### src/rtl/wr_arria10_phy_reset_ctrl.sv
// ============================================================================
// wr_arria10_phy_reset_ctrl : Arria 10 transceiver TX/RX reset sequencer
// Revision 1.0 - initial release
// ============================================================================
`default_nettype none

module wr_arria10_phy_reset_ctrl #(
  parameter int unsigned g_analog_cycles  = 8,
  parameter int unsigned g_digital_cycles = 4,
  parameter int unsigned g_lock_settle    = 16,
  parameter int unsigned g_lock_timeout   = 100000
) (
  input  logic       clk_sys_i,
  input  logic       rst_n_i,
  input  logic       rst_req_i,
  input  logic       tx_pll_locked_i,
  input  logic       tx_cal_busy_i,
  input  logic       rx_cal_busy_i,
  input  logic       rx_is_lockedtodata_i,
  output logic       tx_analogreset_o,
  output logic       tx_digitalreset_o,
  output logic       rx_analogreset_o,
  output logic       rx_digitalreset_o,
  output logic       tx_ready_o,
  output logic       rx_ready_o,
  output logic [7:0] rx_timeouts_o
);

  localparam logic [19:0] c_ana_last    = 20'(g_analog_cycles - 1);
  localparam logic [19:0] c_dig_last    = 20'(g_digital_cycles - 1);
  localparam logic [19:0] c_settle_last = 20'(g_lock_settle - 1);
  localparam logic [19:0] c_tmo_last    = 20'(g_lock_timeout - 1);

  typedef enum logic [1:0] {
    TX_ANA_RST  = 2'd0,
    TX_WAIT_CAL = 2'd1,
    TX_DIG_RST  = 2'd2,
    TX_READY    = 2'd3
  } tx_state_t;

  typedef enum logic [2:0] {
    RX_ANA_RST   = 3'd0,
    RX_WAIT_CAL  = 3'd1,
    RX_WAIT_LOCK = 3'd2,
    RX_DIG_RST   = 3'd3,
    RX_READY     = 3'd4
  } rx_state_t;

  // Bit order: {tx_pll_locked, tx_cal_busy, rx_cal_busy, rx_is_lockedtodata}
  logic [3:0] w_async;
  logic [3:0] sync1_q;
  logic [3:0] sync2_q;
  logic       w_tx_locked;
  logic       w_tx_cal;
  logic       w_rx_cal;
  logic       w_rx_locked;
  logic       w_tx_ok;

  assign w_async     = {tx_pll_locked_i, tx_cal_busy_i, rx_cal_busy_i, rx_is_lockedtodata_i};
  assign w_tx_locked = sync2_q[3];
  assign w_tx_cal    = sync2_q[2];
  assign w_rx_cal    = sync2_q[1];
  assign w_rx_locked = sync2_q[0];
  assign w_tx_ok     = w_tx_locked && !w_tx_cal;

  always_ff @(posedge clk_sys_i or negedge rst_n_i) begin
    if (!rst_n_i) begin
      sync1_q <= '0;
      sync2_q <= '0;
    end else begin
      sync1_q <= w_async;
      sync2_q <= sync1_q;
    end
  end

  tx_state_t   tx_state_q, tx_state_d;
  logic [19:0] tx_cnt_q, tx_cnt_d;

  always_comb begin
    tx_state_d = tx_state_q;
    tx_cnt_d   = tx_cnt_q;
    if (rst_req_i) begin
      tx_state_d = TX_ANA_RST;
      tx_cnt_d   = '0;
    end else begin
      case (tx_state_q)
        TX_ANA_RST: begin
          if (tx_cnt_q == c_ana_last) begin
            tx_state_d = TX_WAIT_CAL;
            tx_cnt_d   = '0;
          end else begin
            tx_cnt_d = tx_cnt_q + 20'd1;
          end
        end
        TX_WAIT_CAL: begin
          if (w_tx_ok) begin
            tx_state_d = TX_DIG_RST;
            tx_cnt_d   = '0;
          end
        end
        TX_DIG_RST: begin
          if (!w_tx_ok) begin
            tx_cnt_d = '0;
          end else if (tx_cnt_q == c_dig_last) begin
            tx_state_d = TX_READY;
            tx_cnt_d   = '0;
          end else begin
            tx_cnt_d = tx_cnt_q + 20'd1;
          end
        end
        TX_READY: begin
          if (!w_tx_locked) begin
            tx_state_d = TX_ANA_RST;
            tx_cnt_d   = '0;
          end
        end
        default: begin
          tx_state_d = TX_ANA_RST;
          tx_cnt_d   = '0;
        end
      endcase
    end
  end

  rx_state_t   rx_state_q, rx_state_d;
  logic [19:0] rx_cnt_q, rx_cnt_d;
  logic [19:0] rx_tmo_q, rx_tmo_d;
  logic [7:0]  rx_timeouts_q, rx_timeouts_d;

  // rx_cnt_q times the analog/digital holds and the lock settle window;
  // rx_tmo_q only runs inside RX_WAIT_LOCK.
  always_comb begin
    rx_state_d    = rx_state_q;
    rx_cnt_d      = rx_cnt_q;
    rx_tmo_d      = rx_tmo_q;
    rx_timeouts_d = rx_timeouts_q;
    if (rst_req_i) begin
      rx_state_d = RX_ANA_RST;
      rx_cnt_d   = '0;
      rx_tmo_d   = '0;
    end else begin
      case (rx_state_q)
        RX_ANA_RST: begin
          if (rx_cnt_q == c_ana_last) begin
            rx_state_d = RX_WAIT_CAL;
            rx_cnt_d   = '0;
          end else begin
            rx_cnt_d = rx_cnt_q + 20'd1;
          end
        end
        RX_WAIT_CAL: begin
          if (!w_rx_cal) begin
            rx_state_d = RX_WAIT_LOCK;
            rx_cnt_d   = '0;
            rx_tmo_d   = '0;
          end
        end
        RX_WAIT_LOCK: begin
          if (w_rx_cal) begin
            rx_state_d = RX_WAIT_CAL;
            rx_cnt_d   = '0;
          end else if (w_rx_locked && rx_cnt_q == c_settle_last) begin
            rx_state_d = RX_DIG_RST;
            rx_cnt_d   = '0;
            rx_tmo_d   = '0;
          end else if (rx_tmo_q == c_tmo_last) begin
            rx_state_d = RX_ANA_RST;
            rx_cnt_d   = '0;
            rx_tmo_d   = '0;
            if (rx_timeouts_q != 8'hFF) begin
              rx_timeouts_d = rx_timeouts_q + 8'd1;
            end
          end else begin
            rx_tmo_d = rx_tmo_q + 20'd1;
            rx_cnt_d = w_rx_locked ? rx_cnt_q + 20'd1 : '0;
          end
        end
        RX_DIG_RST: begin
          if (w_rx_cal) begin
            rx_state_d = RX_WAIT_CAL;
            rx_cnt_d   = '0;
          end else if (!w_rx_locked) begin
            rx_state_d = RX_WAIT_LOCK;
            rx_cnt_d   = '0;
            rx_tmo_d   = '0;
          end else if (rx_cnt_q == c_dig_last) begin
            rx_state_d = RX_READY;
            rx_cnt_d   = '0;
          end else begin
            rx_cnt_d = rx_cnt_q + 20'd1;
          end
        end
        RX_READY: begin
          if (w_rx_cal) begin
            rx_state_d = RX_WAIT_CAL;
            rx_cnt_d   = '0;
          end else if (!w_rx_locked) begin
            rx_state_d = RX_WAIT_LOCK;
            rx_cnt_d   = '0;
            rx_tmo_d   = '0;
          end
        end
        default: begin
          rx_state_d = RX_ANA_RST;
          rx_cnt_d   = '0;
          rx_tmo_d   = '0;
        end
      endcase
    end
  end

  logic tx_ana_q, tx_dig_q, tx_rdy_q;
  logic rx_ana_q, rx_dig_q, rx_rdy_q;

  // Outputs are registered from the next state so each one flips on the
  // same edge that enters its state.
  always_ff @(posedge clk_sys_i or negedge rst_n_i) begin
    if (!rst_n_i) begin
      tx_state_q    <= TX_ANA_RST;
      tx_cnt_q      <= '0;
      rx_state_q    <= RX_ANA_RST;
      rx_cnt_q      <= '0;
      rx_tmo_q      <= '0;
      rx_timeouts_q <= '0;
      tx_ana_q      <= 1'b1;
      tx_dig_q      <= 1'b1;
      tx_rdy_q      <= 1'b0;
      rx_ana_q      <= 1'b1;
      rx_dig_q      <= 1'b1;
      rx_rdy_q      <= 1'b0;
    end else begin
      tx_state_q    <= tx_state_d;
      tx_cnt_q      <= tx_cnt_d;
      rx_state_q    <= rx_state_d;
      rx_cnt_q      <= rx_cnt_d;
      rx_tmo_q      <= rx_tmo_d;
      rx_timeouts_q <= rx_timeouts_d;
      tx_ana_q      <= (tx_state_d == TX_ANA_RST);
      tx_dig_q      <= (tx_state_d != TX_READY);
      tx_rdy_q      <= (tx_state_d == TX_READY);
      rx_ana_q      <= (rx_state_d == RX_ANA_RST);
      rx_dig_q      <= (rx_state_d != RX_READY);
      rx_rdy_q      <= (rx_state_d == RX_READY);
    end
  end

  assign tx_analogreset_o  = tx_ana_q;
  assign tx_digitalreset_o = tx_dig_q;
  assign tx_ready_o        = tx_rdy_q;
  assign rx_analogreset_o  = rx_ana_q;
  assign rx_digitalreset_o = rx_dig_q;
  assign rx_ready_o        = rx_rdy_q;
  assign rx_timeouts_o     = rx_timeouts_q;

endmodule

`default_nettype wire
### config.mk
export PLATFORM = sky130hd
export DESIGN_NAME = wr_arria10_phy_reset_ctrl
export DESIGN_NICKNAME = d
export VERILOG_FILES = /design/src/rtl/wr_arria10_phy_reset_ctrl.sv
export SDC_FILE = /design/constraint.sdc
export NUM_CORES = 1
export LEC_CHECK = 0
export ABC_CLOCK_PERIOD_IN_PS = 2780
export CORE_ASPECT_RATIO = 0.8
export CORE_MARGIN = 2
export CORE_UTILIZATION = 40
export DETAILED_ROUTE_END_ITERATION = 16
export GPL_TIMING_DRIVEN = 0
export PLACE_DENSITY = 0.54
export REMOVE_ABC_BUFFERS = 1
export SLEW_MARGIN = 15
export SYNTH_ARGS = -nofsm -noshare
export SYNTH_HDL_FRONTEND = slang
export SYNTH_SLANG_ARGS = --single-unit
### constraint.sdc
create_clock -name clk_sys_i -period 2.78 [get_ports clk_sys_i]
set_input_delay 0.278 -clock clk_sys_i [delete_from_list [all_inputs] [get_ports clk_sys_i]]
set_output_delay 0.278 -clock clk_sys_i [all_outputs]
set_load 0.005 [all_outputs]
==> results of run 1 <==
## per-stage QoR
step | setup TNS (ns) | hold slack (ns) | util | worst slack, ns | area [um^2]
after floorplan | 0 | -0.01759 | - | 0.6380 | 4547
after global placement | -163.26 | 0.3329 | 0.4315 | -1.891 | 4932
after detailed placement | -1.217 | 0.3379 | 0.4342 | -0.1541 | 4962
after CTS | 0 | 0.007483 | 0.4598 | 0.05169 | 5255
after global routing | 0 | 0.02926 | 0.4616 | 0.01344 | 5276
final | 0 | -0.02285 | 0.4616 | 0.1817 | 5276
## flip-flops by register name, summed over array words and instances (netlist names)
register	cells
rx_ready_o	1
tx_digitalreset_o	1
rx_digitalreset_o	1
tx_cnt_q	20
sync2_q	4
rx_analogreset_o	1
rx_tmo_q	20
tx_analogreset_o	1
tx_state_q	2
sync1_q	4
rx_cnt_q	20
rx_state_q	3
rx_timeouts_o	8
tx_ready_o	1
## Yosys cell counts, types with 3 or more instances
cell / number
o31ai_1: 5
o211ai_1: 7
xnor2_1: 9
o41ai_1: 4
and4_1: 7
o311ai_0: 3
nand2_1: 38
a21oi_1: 22
dfstp_2: 4
nor4_1: 3
a22o_1: 3
and2_1: 3
or2_2: 4
nor3_1: 14
o21ai_0: 16
nor4_2: 4
nand2b_1: 5
clkbuf_1: 6
nor2_1: 59
ha_1: 4
dfrtp_1: 83
a21o_1: 5
nor2b_1: 10
buf_2: 8
nand3_1: 32
inv_1: 13
xor2_1: 24
nand4_1: 16
or3_1: 7
and3_1: 13
## layout make-up
cell class,count,area (um^2)
Clock inverter,3,42.54
Multi-Input combinational cell,366,2342
Tap cell,148,185.2
Inverter,13,48.80
Timing Repair Buffer,22,225.2
Clock buffer,13,250.2
Fill cell,1122,6153
Sequential cell,87,2182
## worst max-delay path by stage
stage                       start               end  slack, ns  depth (start not counted)
global placement          rst_n_i      rx_cnt_q[15]      -1.89                          1
floorplan           rx_state_q[0]       rx_cnt_q[5]       0.64                          5
finish                rx_cnt_q[6]  rx_timeouts_o[1]       0.18                          5
CTS                   rx_tmo_q[0]      rx_cnt_q[13]       0.05                          7
detailed placement      rst_req_i      rx_cnt_q[13]      -0.15                          6
global route          rx_cnt_q[6]  rx_timeouts_o[1]       0.01                          5
## layer usage
metal	vias up	global-route usage	part of all wire
met5	-	0	0
met4	0	0.04927	0.011
met3	8	0.04211	0.028
met2	28	0.2501	0.44
met1	1729	0.2421	0.52
li1	1785	-	-
## power breakdown
group	internal, uW	switching [uW]
Clock	720	487
Sequential	1300	46.7
Combinational	76.6	125
Total	2100	658
## what timing repair did
| action | in CTS | in global routing |
|---|---|---|
| gates resized for setup | 0 | 2 |
| endpoints found under the hold margin | 0 | 0 |
| setup buffers | 0 | 0 |
| setup endpoints to repair | 0 | 21 |
## cell families after synthesis
group                    Yosys count  synth area share
buffers and inverters             30           0.03048
multiplexers                       3          0.006742
adder cells (fa/ha/maj)            4           0.01079
flip-flops                        87            0.4703
XOR/XNOR                          33           0.06230
AND/OR/NAND/NOR                  237            0.2829
AO/OA/AOI/OAI                     89            0.1365
==> impl_metrics.yaml, run 1 <==
status:
  status: "finished, violations left"
  violations: "negative hold slack"
pwr:
  totalPowerFinal_uw: 2755
  p_leak_uw: 0.002206
  vdd_drop_max_mv: 0.2736
  power_density_nw_per_um2: 522.1
layout:
  antenna_cells: 0
  drive_gt1_frac: 0.08929
  finalNonFillerCells: 652
  areaGrowthSynthToFinish_pct: 13.73
  layout.nets: 510
  layout_commonest_cell: "dfrtp_1"
  layout_common_cells: "dfrtp_1 (83), nor2_1 (59), nand2_1 (38)"
worst_setup_path:
  cp-start-kind: "flip-flop"
  slowest_delay_ns: 0.61
  cp.arrival_ns: 2.82
  reg2reg_slack_ns: 0.18
  cp_max_fo: 8
  endpoint_kind: "flip-flop"
  crit_slowest_cell: "o211ai_1"
  critPathBufInv: 0
  r2r-end: "rx_timeouts_o[1]"
  worstSetupPathType: "reg -> reg"
  reg2regPathDepth: 5
  cp_top_family: "simple AND/OR/NAND/NOR gates"
  worst_ep_required_time_ns: 3.00
  crit_chain: "nor4_2, nand4_2, o211ai_1, or4_1, mux2_2"
  r2r-start: "rx_cnt_q[6]"
synthesis:
  yosysUniqueCellTypes: 70
  ys.flop_type: "dfrtp_1"
  synthArstFlopShare: 1.000
  syn_inst: 483
  synth_area_leaders: "dfrtp_1 (45%), nor2_1 (4.8%), xor2_1 (4.5%), nand3_1 (3.5%), nand2_1 (3.1%)"
  synth_warnings: 0
  ys_seq_area_frac: 0.4703
  yosys_register_bits: 87
  synth.largest_area_cell: "dfrtp_1"
  synth_top_area_share: 0.4477
  avgSynthCellArea_um2: 9.605
  synth-edff-count: 0
  syn_area_um2: 4639
global_route:
  grt_max_degree: 54
  grtUsageTotal: 0.1676
  overflow: 0
  grt_pass1_vias: 3439
  antenna_found_initial: 0
  grt_pass1_wl_um: 17020
die:
  core.rowCount: 35
  initial_utilization: 0.4059
  die_y_um: 100.3
  pin_count: 21
  die-width_um: 124.4
  core_um2: 11430
  dieArea_um2: 12480
routing:
  post-route-drc-count: 0
  wirelength_um: 9772
  wl_per_cell_um: 14.99
  vias: 3550
  viasPerCell: 5.445
  ant_nets: 0
  dr.first_iter.drc_count: 225
  drt_first_pass_iters: 4
clocking:
  cts.sinks: 87
  cts_tree: "yes"
  worstSkewPairLatency_ns: 0.34
  cts_hold_buffers: 0
  root_buffer: "clkbuf_16"
  cts_made_buffers: 9
  clockBufferDepth: 2
  clkTransAtPathRegs_ns: 0.06
  htree_levels: 3
place:
  dp_hpwl_um: 6603
  gp_congestion: 0.7892
  placedCellCount: 636
  numPortBuffers: 20
timing:
  fmax_mhz: 384.9
  fin_skew_ns: 0.005871
  worst_pin_slew_ns: 0.8142
  timing.final.crit_share: 0.9346
  setup_violations: 0
  timing.hold.ws_ns: -0.02285
  grt_setup_unrepaired: "false"
  drv_slew: 0
  hold_violations: 33
  final.min_clock_period_ns: 2.598
  slew_headroom: 0.4552
min_path:
  hp-class: "in -> async"
run:
  cap_violations: 0
Note: power is estimated with default switching activity, not from simulation.
==> inputs of run 2 (changes only) <==
SLEW_MARGIN = 20   (was 15)
==> run 2 against run 1 <==
Net effect:
- combinational power is essentially flat
- worst hold slack gained 0.37 ns
- sequential share of layout area down 0.30 points
- final cell count grew 0.15%
- via count is essentially flat
- sequential power is essentially flat
- critical path type unchanged
- the flow now finishes without violations
- critical path depth is the same
==> impl_metrics.yaml, run 2 (synthesis results as in run 1) <==
pwr:
  vdd_drop_max_mv: 0.2859
  netSwitchingFraction: 0.2326
  totalPowerFinal_uw: 2797
  p_leak_uw: 0.002231
  power_density_nw_per_um2: 526.2
  clkPwrFrac: 0.445
  p_seq_frac: 0.482
  p_int_uw: 2146
  netSwitchingPower_uw: 650.6
  p_comb_frac: 0.073
worst_setup_path:
  cp.arrival_ns: 2.79
  r2r-end: "rx_timeouts_o[1]"
  cp-start-kind: "flip-flop"
  crit_slowest_cell: "o211ai_1"
  cp_max_fo: 8
  slowest_delay_ns: 0.60
  crit_chain: "nor4_2, nand4_2, o211ai_1, or4_1, mux2_2"
  reg2regPathDepth: 5
  worst_ep_required_time_ns: 3.00
  r2r-start: "rx_cnt_q[12]"
  worstSetupPathType: "reg -> reg"
  reg2reg_slack_ns: 0.20
  cp_top_family: "simple AND/OR/NAND/NOR gates"
  endpoint_kind: "flip-flop"
  critPathBufInv: 0
clocking:
  htree_levels: 3
  cts_tree: "yes"
  worstSkewPairLatency_ns: 0.33
  cts_made_buffers: 9
  clockBufferDepth: 2
  clkTransAtPathRegs_ns: 0.06
  cts.sinks: 87
  root_buffer: "clkbuf_16"
layout:
  fin_area_um2: 5315
  drive_gt1_frac: 0.09307
  reg_top3: "rx_cnt_q x20, rx_tmo_q x20, tx_cnt_q x20"
  areaGrowthSynthToFinish_pct: 14.56
  antenna_cells: 0
  finalNonFillerCells: 653
  fillCellCount: 1110
  layout.nets: 511
  layout_common_cells: "dfrtp_1 (83), nor2_1 (59), nand2_1 (38)"
  layout_commonest_cell: "dfrtp_1"
die:
  die-width_um: 124.4
  core.rowCount: 35
  pin_count: 21
  initial_utilization: 0.4059
  dieArea_um2: 12480
  core_um2: 11430
  die_y_um: 100.3
routing:
  wl_per_cell_um: 14.94
  viasPerCell: 5.440
  dr.first_iter.drc_count: 279
  drt_first_pass_iters: 4
  post-route-drc-count: 0
  ant_nets: 0
  vias: 3552
  wirelength_um: 9754
timing:
  grt_setup_unrepaired: "false"
  fin_skew_ns: 0.005386
  final.min_clock_period_ns: 2.578
  setup_violations: 0
  fmax_mhz: 387.9
  drv_slew: 0
  fin_tns_setup_ns: 0
  worst_pin_slew_ns: 0.7820
  hold_violations: 0
  timing.final.crit_share: 0.9274
  slew_headroom: 0.4767
place:
  dpl_cell_area_um2: 4982
  numPortBuffers: 20
  gp_congestion: 0.7892
  placedCellCount: 636
  dp_hpwl_um: 6628
min_path:
  hp-class: "in -> async"
global_route:
  antenna_found_initial: 0
  grt_pass1_wl_um: 16770
  overflow: 0
  grt_max_degree: 69
  grtUsageTotal: 0.1657
  grt_pass1_vias: 3387
run:
  cap_violations: 0
status:
  status: "finished, final reports clean"
[run 2: cell count changes in the layout (fill, tap and decap cells not counted)]
cell / previous run / this run
dlygate4sd3_1: 0 / 1
clkinvlp_4: 1 / 0
buf_12: 1 / 0
buf_4: 2 / 1
clkbuf_1: 3 / 1
clkinv_2: 1 / 2
buf_16: 0 / 1
clkbuf_8: 1 / 3
buf_6: 0 / 1
[run 2: what timing repair did]
| action | CTS | global route |
|---|---|---|
| resized for setup | 0 | 2 |
| hold buffers | 1 | 0 |
| setup buffers | 0 | 0 |
| hold endpoints to repair | 17 | 0 |
| endpoints found under the setup margin | 0 | 20 |
[run 2: worst max path at each step]
stage / end / start / slack [ns] / cells past startpoint
after floorplan: rx_cnt_q[5] / rx_state_q[0] / 0.64 / 5
after global placement: rx_cnt_q[15] / rst_n_i / -1.89 / 1
after detailed placement: rx_cnt_q[13] / rst_req_i / -0.21 / 6
after CTS: rx_cnt_q[13] / rx_state_q[1] / 0.03 / 5
after global routing: tx_cnt_q[16] / tx_cnt_q[0] / 0.05 / 7
final: rx_timeouts_o[1] / rx_cnt_q[12] / 0.20 / 5
[run 2: stage by stage]
step,hold slack [ns],setup slack (ns),utilization
5_1_grt,0.3498,0.05248,0.4650
6_report,0.3492,0.2019,0.4650
2_1_floorplan,-0.01759,0.6380,-
4_1_cts,0.3450,0.02993,0.4639
3_5_place_dp,0.1410,-0.2101,0.4359
3_3_place_gp,0.3329,-1.891,0.4315
[run 2: per-layer routing]
metal  global-route usage  wire [um]  share of wire  vias up
met2               0.2551       4367           0.45       23
met3              0.03998        170          0.017        4
met4              0.04667         53         0.0054        0
met1               0.2348       5163           0.53     1735
met5                    0          0              0        -
li1                     -          -              -     1790
[run 2: final cells by class]
type / count / area [um^2] / area share
clock buffer: 13 / 270.3 / 0.05085
clock inverter: 3 / 40.04 / 0.007533
inverter: 13 / 48.80 / 0.009181
multi-input combinational: 366 / 2342 / 0.4407
sequential: 87 / 2182 / 0.4105
tap: 148 / 185.2 / 0.03484
timing repair buffer: 23 / 246.5 / 0.04637
[run 2: power by group through the flow]
stage,sequential (uW),combinational (uW),clock [uW]
2_1_floorplan,1360,128,0
3_3_place_gp,1370,195,0
6_report,1350,205,1250
4_1_cts,1350,207,1290
3_5_place_dp,1370,204,0
5_1_grt,1350,232,1340
